### config.mk
export PLATFORM = sky130hd
export DESIGN_NAME = param_updown_counter
export DESIGN_NICKNAME = d
export VERILOG_FILES = /design/src/rtl/counter_pkg.sv /design/src/rtl/counter_next_calc.sv /design/src/rtl/param_updown_counter.sv
export SDC_FILE = /design/constraint.sdc
export NUM_CORES = 1
export LEC_CHECK = 0
export CAP_MARGIN = 10
export CORE_AREA = 2 2 39 41
export CTS_CLUSTER_SIZE = 8
export DETAILED_ROUTE_END_ITERATION = 8
export DIE_AREA = 0 0 41 43
export GPL_ROUTABILITY_DRIVEN = 0
export HOLD_SLACK_MARGIN = 0.08
export PLACE_DENSITY = 0.87
export SYNTH_ARGS = -nofsm -noshare
export SYNTH_HDL_FRONTEND = slang
export SYNTH_SLANG_ARGS = --single-unit
### constraint.sdc
create_clock -name i_clock -period 2.7 [get_ports i_clock]
set_input_delay 0.81 -clock i_clock [delete_from_list [all_inputs] [get_ports i_clock]]
set_output_delay 0.81 -clock i_clock [all_outputs]
set_load 0.005 [all_outputs]
### src/rtl/counter_pkg.sv
// Shared definitions for the parametrised up/down counter family.
package counter_pkg;

    localparam int COUNTER_WIDTH   = 4;
    localparam int COUNTER_MODULUS = 14;

    // Overflow behaviour selected by the SATURATE parameter.
    typedef enum logic {
        CNT_WRAP     = 1'b0,
        CNT_SATURATE = 1'b1
    } cnt_mode_e;

    // True when the parameter set describes a buildable counter.
    // The upper width bound keeps the shift below within int range.
    function automatic bit counter_params_ok(int width, int modulus, int step, int saturate);
        return (width >= 1) && (width <= 30) &&
               (modulus >= 2) && (modulus <= (1 << width)) &&
               (step >= 1) && (step <= modulus - 1) &&
               ((saturate == 0) || (saturate == 1));
    endfunction

endpackage

### src/rtl/counter_next_calc.sv
// Combinational next-count for one enabled step, with boundary-crossing flag.
// All arithmetic is one bit wider than the count so sums never alias.
module counter_next_calc
    import counter_pkg::*;
#(
    parameter int WIDTH    = COUNTER_WIDTH,
    parameter int MODULUS  = COUNTER_MODULUS,
    parameter int STEP     = 1,
    parameter int SATURATE = 0
) (
    input  logic [WIDTH-1:0] i_count,
    input  logic             i_up_down,
    output logic [WIDTH-1:0] o_next_count,
    output logic             o_crossed
);

    localparam cnt_mode_e      MODE    = (SATURATE != 0) ? CNT_SATURATE : CNT_WRAP;
    localparam logic [WIDTH:0] MOD_W   = (WIDTH+1)'(MODULUS);
    localparam logic [WIDTH:0] STEP_W  = (WIDTH+1)'(STEP);
    localparam logic [WIDTH:0] MAX_W   = (WIDTH+1)'(MODULUS - 1);
    localparam logic [WIDTH:0] BACK_W  = (WIDTH+1)'(MODULUS - STEP);

    logic [WIDTH:0] w_count_ext;
    logic [WIDTH:0] w_sum;
    logic [WIDTH:0] w_next;

    assign w_count_ext = {1'b0, i_count};
    assign w_sum       = w_count_ext + STEP_W;

    // Select the stepped value, wrapped or clamped when a limit is crossed.
    always_comb begin
        w_next    = w_count_ext;
        o_crossed = 1'b0;
        if (i_up_down) begin
            if (w_sum <= MAX_W) begin
                w_next = w_sum;
            end else begin
                o_crossed = 1'b1;
                w_next    = (MODE == CNT_SATURATE) ? MAX_W : (w_sum - MOD_W);
            end
        end else begin
            if (w_count_ext >= STEP_W) begin
                w_next = w_count_ext - STEP_W;
            end else begin
                o_crossed = 1'b1;
                w_next    = (MODE == CNT_SATURATE) ? '0 : (w_count_ext + BACK_W);
            end
        end
    end

    // Result is always below MODULUS, so it fits in WIDTH bits.
    assign o_next_count = WIDTH'(w_next);

endmodule

### src/rtl/param_updown_counter.sv
// Loadable modulo up/down counter with enable, wrap/saturate mode,
// terminal count, overflow pulse and illegal-load pulse.
module param_updown_counter
    import counter_pkg::*;
#(
    parameter int WIDTH    = COUNTER_WIDTH,
    parameter int MODULUS  = COUNTER_MODULUS,
    parameter int STEP     = 1,
    parameter int SATURATE = 0
) (
    input  logic             i_clock,
    input  logic             i_reset,
    input  logic             i_enable,
    input  logic             i_up_down,
    input  logic             i_load,
    input  logic [WIDTH-1:0] i_data_in,
    output logic [WIDTH-1:0] o_count,
    output logic             o_tc,
    output logic             o_ovf,
    output logic             o_load_err
);

    if (!counter_params_ok(WIDTH, MODULUS, STEP, SATURATE)) begin : g_bad_params
        $error("param_updown_counter: illegal WIDTH/MODULUS/STEP/SATURATE combination");
    end

    localparam logic [WIDTH:0]   MOD_W = (WIDTH+1)'(MODULUS);
    localparam logic [WIDTH-1:0] MAX_C = WIDTH'(MODULUS - 1);

    logic [WIDTH-1:0] r_count;
    logic             r_ovf;
    logic             r_load_err;
    logic [WIDTH-1:0] w_next_count;
    logic             w_crossed;
    logic             w_load_ok;

    counter_next_calc #(
        .WIDTH    (WIDTH),
        .MODULUS  (MODULUS),
        .STEP     (STEP),
        .SATURATE (SATURATE)
    ) u_next_calc (
        .i_count      (r_count),
        .i_up_down    (i_up_down),
        .o_next_count (w_next_count),
        .o_crossed    (w_crossed)
    );

    assign w_load_ok = ({1'b0, i_data_in} < MOD_W);

    // Count register and event pulses: reset > load > enabled step > hold.
    always_ff @(posedge i_clock) begin
        if (!i_reset) begin
            r_count    <= '0;
            r_ovf      <= 1'b0;
            r_load_err <= 1'b0;
        end else if (i_load) begin
            r_ovf <= 1'b0;
            if (w_load_ok) begin
                r_count    <= i_data_in;
                r_load_err <= 1'b0;
            end else begin
                r_load_err <= 1'b1;
            end
        end else if (i_enable) begin
            r_count    <= w_next_count;
            r_ovf      <= w_crossed;
            r_load_err <= 1'b0;
        end else begin
            r_ovf      <= 1'b0;
            r_load_err <= 1'b0;
        end
    end

    // Terminal count follows the live direction with no register delay.
    always_comb begin
        o_tc = i_up_down ? (r_count == MAX_C) : (r_count == '0);
    end

    assign o_count    = r_count;
    assign o_ovf      = r_ovf;
    assign o_load_err = r_load_err;

endmodule

==> results.md, run 1 <==
* Internal power component at 215 uW
* Mux share of post-synthesis cell area at 0%
* NetSw at 113 uW
* Switching Fraction at 34.4%
* Startpoint Class: input port
* Post-synth EDFFs at 0
* Cell taking the most area after synthesis: dfxtp_1
* Core Area at around 0.0014 mm^2
* Worst R2R Setup Slack at 650 ps
* Mapped cell area at 608 um^2
* Dominant cells by area after synthesis: dfxtp_1 (20%), ha_1 (10%), buf_6 (5.6%)
* CP Max Fanout at 4
* Antenna-violating nets left at 0
* Row count at 14
* Setup Viol. Count Final at 0
* CTS tree: built
* First-pass GRT wire length at roughly 2600 um
* Seq/Total Area, Yosys at 19.8%
* Synth Area in Simple Gates at 26.1%
* CTS root buf: clkbuf_4
* Initial antenna violation count at 0
* Clk slew on worst S/H paths at 50 ps
* NumNets Final at around 110
* Synth Area in Compound Gates at about a third
* Clock buffer count from CTS at 3
* Drt first pass iters at 4
* Die area at ~0.0018 mm^2
* Fmax at 383 MHz
* Die W at 41 um
* Worst IR drop on VDD at 0.241 mV
* Largest net degree at the start of global routing at 10
* Wire per inst at 13.8 um
* Share of layout cells above drive strength 1 at 13.3%
* DRC Markers at 0
* Buffers on Ports at 15
* PwrDens at about 410 mW/mm^2
* Largest family of logic cells by synthesized area: compound AO/OA/AOI/OAI gates
* Synth Warn # at 0
* Post-Synth XOR/XNOR Area at 1.44%
* Sequential cell area at 120 um^2
* Avg Cell Area, Syn at 7.70 um^2
* Post-Place Setup Slack at -191 ps
* Gate Count Post-Synth at 79
* Logic gate share of total power at 40.3%
* Post-DP Area at 772 um^2
* Clock Sinks at 6
* Final Non-Filler Cells at 114
* Fin crit period at 2610 ps
* CTS H-tree depth at 1
* Adder-cell share of the synthesized area at around a tenth
* Routed Wire Length at 1580 um
* Worst Max-Slew Pin Slew at around 480 ps
* Final worst slack at 89.0 ps
* DR vias/cell at just over 6
* Area growth from synthesis to layout at 32.1%
* CP arrival at 1800 ps
* Distinct cell type count after synthesis at 34
* Ant. Diodes at 0
* Yosys reg bits at 6
* Share of the synthesized area in the top cell type at 19.8%
* Layout fillers at 128
* Most used DFF post-synth: dfxtp_1
* Max-slew violation count at 0
* Syn Nets at 93
* Fin Hold WS at 728 ps
* CP required at 1890 ps
* Hold Path Class: reg2reg
* Post-Layout Inst Area at roughly 800 um^2
* Sequential Power Share at 33.4%
* Max Root-Sink Buffers at 2
* Status: complete, no violations
* Clock Latency Late Sink at 250 ps
* RSZ-0062 raised after global routing: no
* Max-cap viol count at 0
* Fin. Hold Viols at 0
* Leakage power at about 0.33 nW
* Kind of critical path: in2out
* # IOs at 16
* GRT Residual Overflow at 0
* GRT Overall Usage at between 20% and 30%
* Vias in the first global route at 586
* Asr flop ratio synth at 0%
* Final Skew at 4.32 ps
* Starting Density at between 40% and 50%
* Clock power frac at 26.3%
* Initial DRC count at 42
* HPWL Detailed at between 1000 and 1500 um
* Vias at 692
* Area occupied by multi-input gates at ~430 um^2
* Final period utilization at between 90 and 100%
* Commonest cells in the netlist: nand2_1 (7), dfxtp_1 (6), nor2_1 (6), a21oi_1 (5), ha_1 (5)
* Max-Slew Margin vs Limit at 67.7%
* Worst Setup End Kind: output port
* Die H at 43 um
* Inst Count DP at 110
* Count leader, synth: nand2_1
* Final Util at 58.0%
[power by group through the flow]
stage	clock network, mW	logic [mW]	registers, mW
5_1_grt	0.0968	0.145	0.111
6_report	0.0866	0.132	0.110
3_3_place_gp	0	0.126	0.110
2_1_floorplan	0	0.0858	0.106
3_5_place_dp	0	0.129	0.111
4_1_cts	0.0883	0.130	0.109
[what timing repair did]
action	4_1_cts	5_1_grt
resized for setup	1	1
setup buffers	1	0
endpoints found under the setup margin	1	1
pin swaps	1	1
hold buffers	0	0
[routing by layer]
metal | track usage (%) | wire length (um) | vias to the layer above
met2 | 30.9 | 786 | 36
met4 | 2.00 | 20 | 0
li1 | - | - | 334
met5 | 0 | 0 | -
met3 | 9.42 | 112 | 4
met1 | 30.2 | 655 | 318
[critical path, cell delays in order]
cell	delay (ps)
clkdlybuf4s50_1	530
nor2_2	60
nand3_1	80
o21ai_0	70
dlygate4sd2_1	260
[kinds of logic (layout without fill, tap and decap cells)]
logic type               count (synthesis)  count (layout)
flip-flops                               6               6
adder cells (fa/ha/maj)                  5               5
AND/OR/NAND/NOR                         30              30
AO/OA/AOI/OAI                           28              28
buffers and inverters                    9              28
XOR/XNOR                                 1               1
[stage by stage]
stage               TNS [ps]  total power, mW
detailed placement      -191            0.240
CTS                        0            0.328
global placement        -164            0.236
global route               0            0.352
finish                     0            0.329
floorplan                  0            0.191
[area by class of cell]
class | count | area share [%]
multi-input cells | 64 | 53.7
repair buffers | 21 | 24.1
flip-flops and latches | 6 | 15.0
clock buffers | 3 | 2.80
well taps | 16 | 2.49
inverters | 4 | 1.87
[path summary, 6_finish.rpt]
kind,from,to,depth (start not counted)
setup / recovery,i_up_down,o_tc,5
hold / removal,o_count[0],o_count[0],2
setup reg to reg,o_count[0],o_count[2],6
hold reg to reg,o_count[0],o_count[0],2
[cells in the final DEF (no fill, tap or decap), drive strengths merged]
cell	n
o2111ai	2
a32o	1
clkbuf	3
nand4	1
nor3	2
a41o	1
nor2	6
a21o	3
a211oi	3
or2b	1
nand2b	2
buf	6
dlygate4sd2	1
a31o	1
o211ai	1
inv	4
or3b	1
clkdlybuf4s50	14
o21ai	6
a21oi	5
xor2	1
nor2b	4
and3	1
o31ai	1
ha	5
a21boi	1
nand2	7
dfxtp	6
a41oi	1
or4	1
a311oi	1
and4b	1
o2111a	1
nand3	3
[registers in the layout, indices dropped and copies added, names as in the netlist]
signal and count:
o_ovf 1, o_load_err 1, o_count 4
No activity file was read; power rests on OpenSTA's default activity.
==> inputs of run 2 (changes only) <==
--- a/config.mk
+++ b/config.mk
@@ -13,6 +13,7 @@
 export GPL_ROUTABILITY_DRIVEN = 0
 export HOLD_SLACK_MARGIN = 0.08
 export PLACE_DENSITY = 0.87
+export SLEW_MARGIN = 20
 export SYNTH_ARGS = -nofsm -noshare
 export SYNTH_HDL_FRONTEND = slang
 export SYNTH_SLANG_ARGS = --single-unit
==> results of run 2 <==
Same layout as run 1: the final DEF is identical, and so are final timing and power.
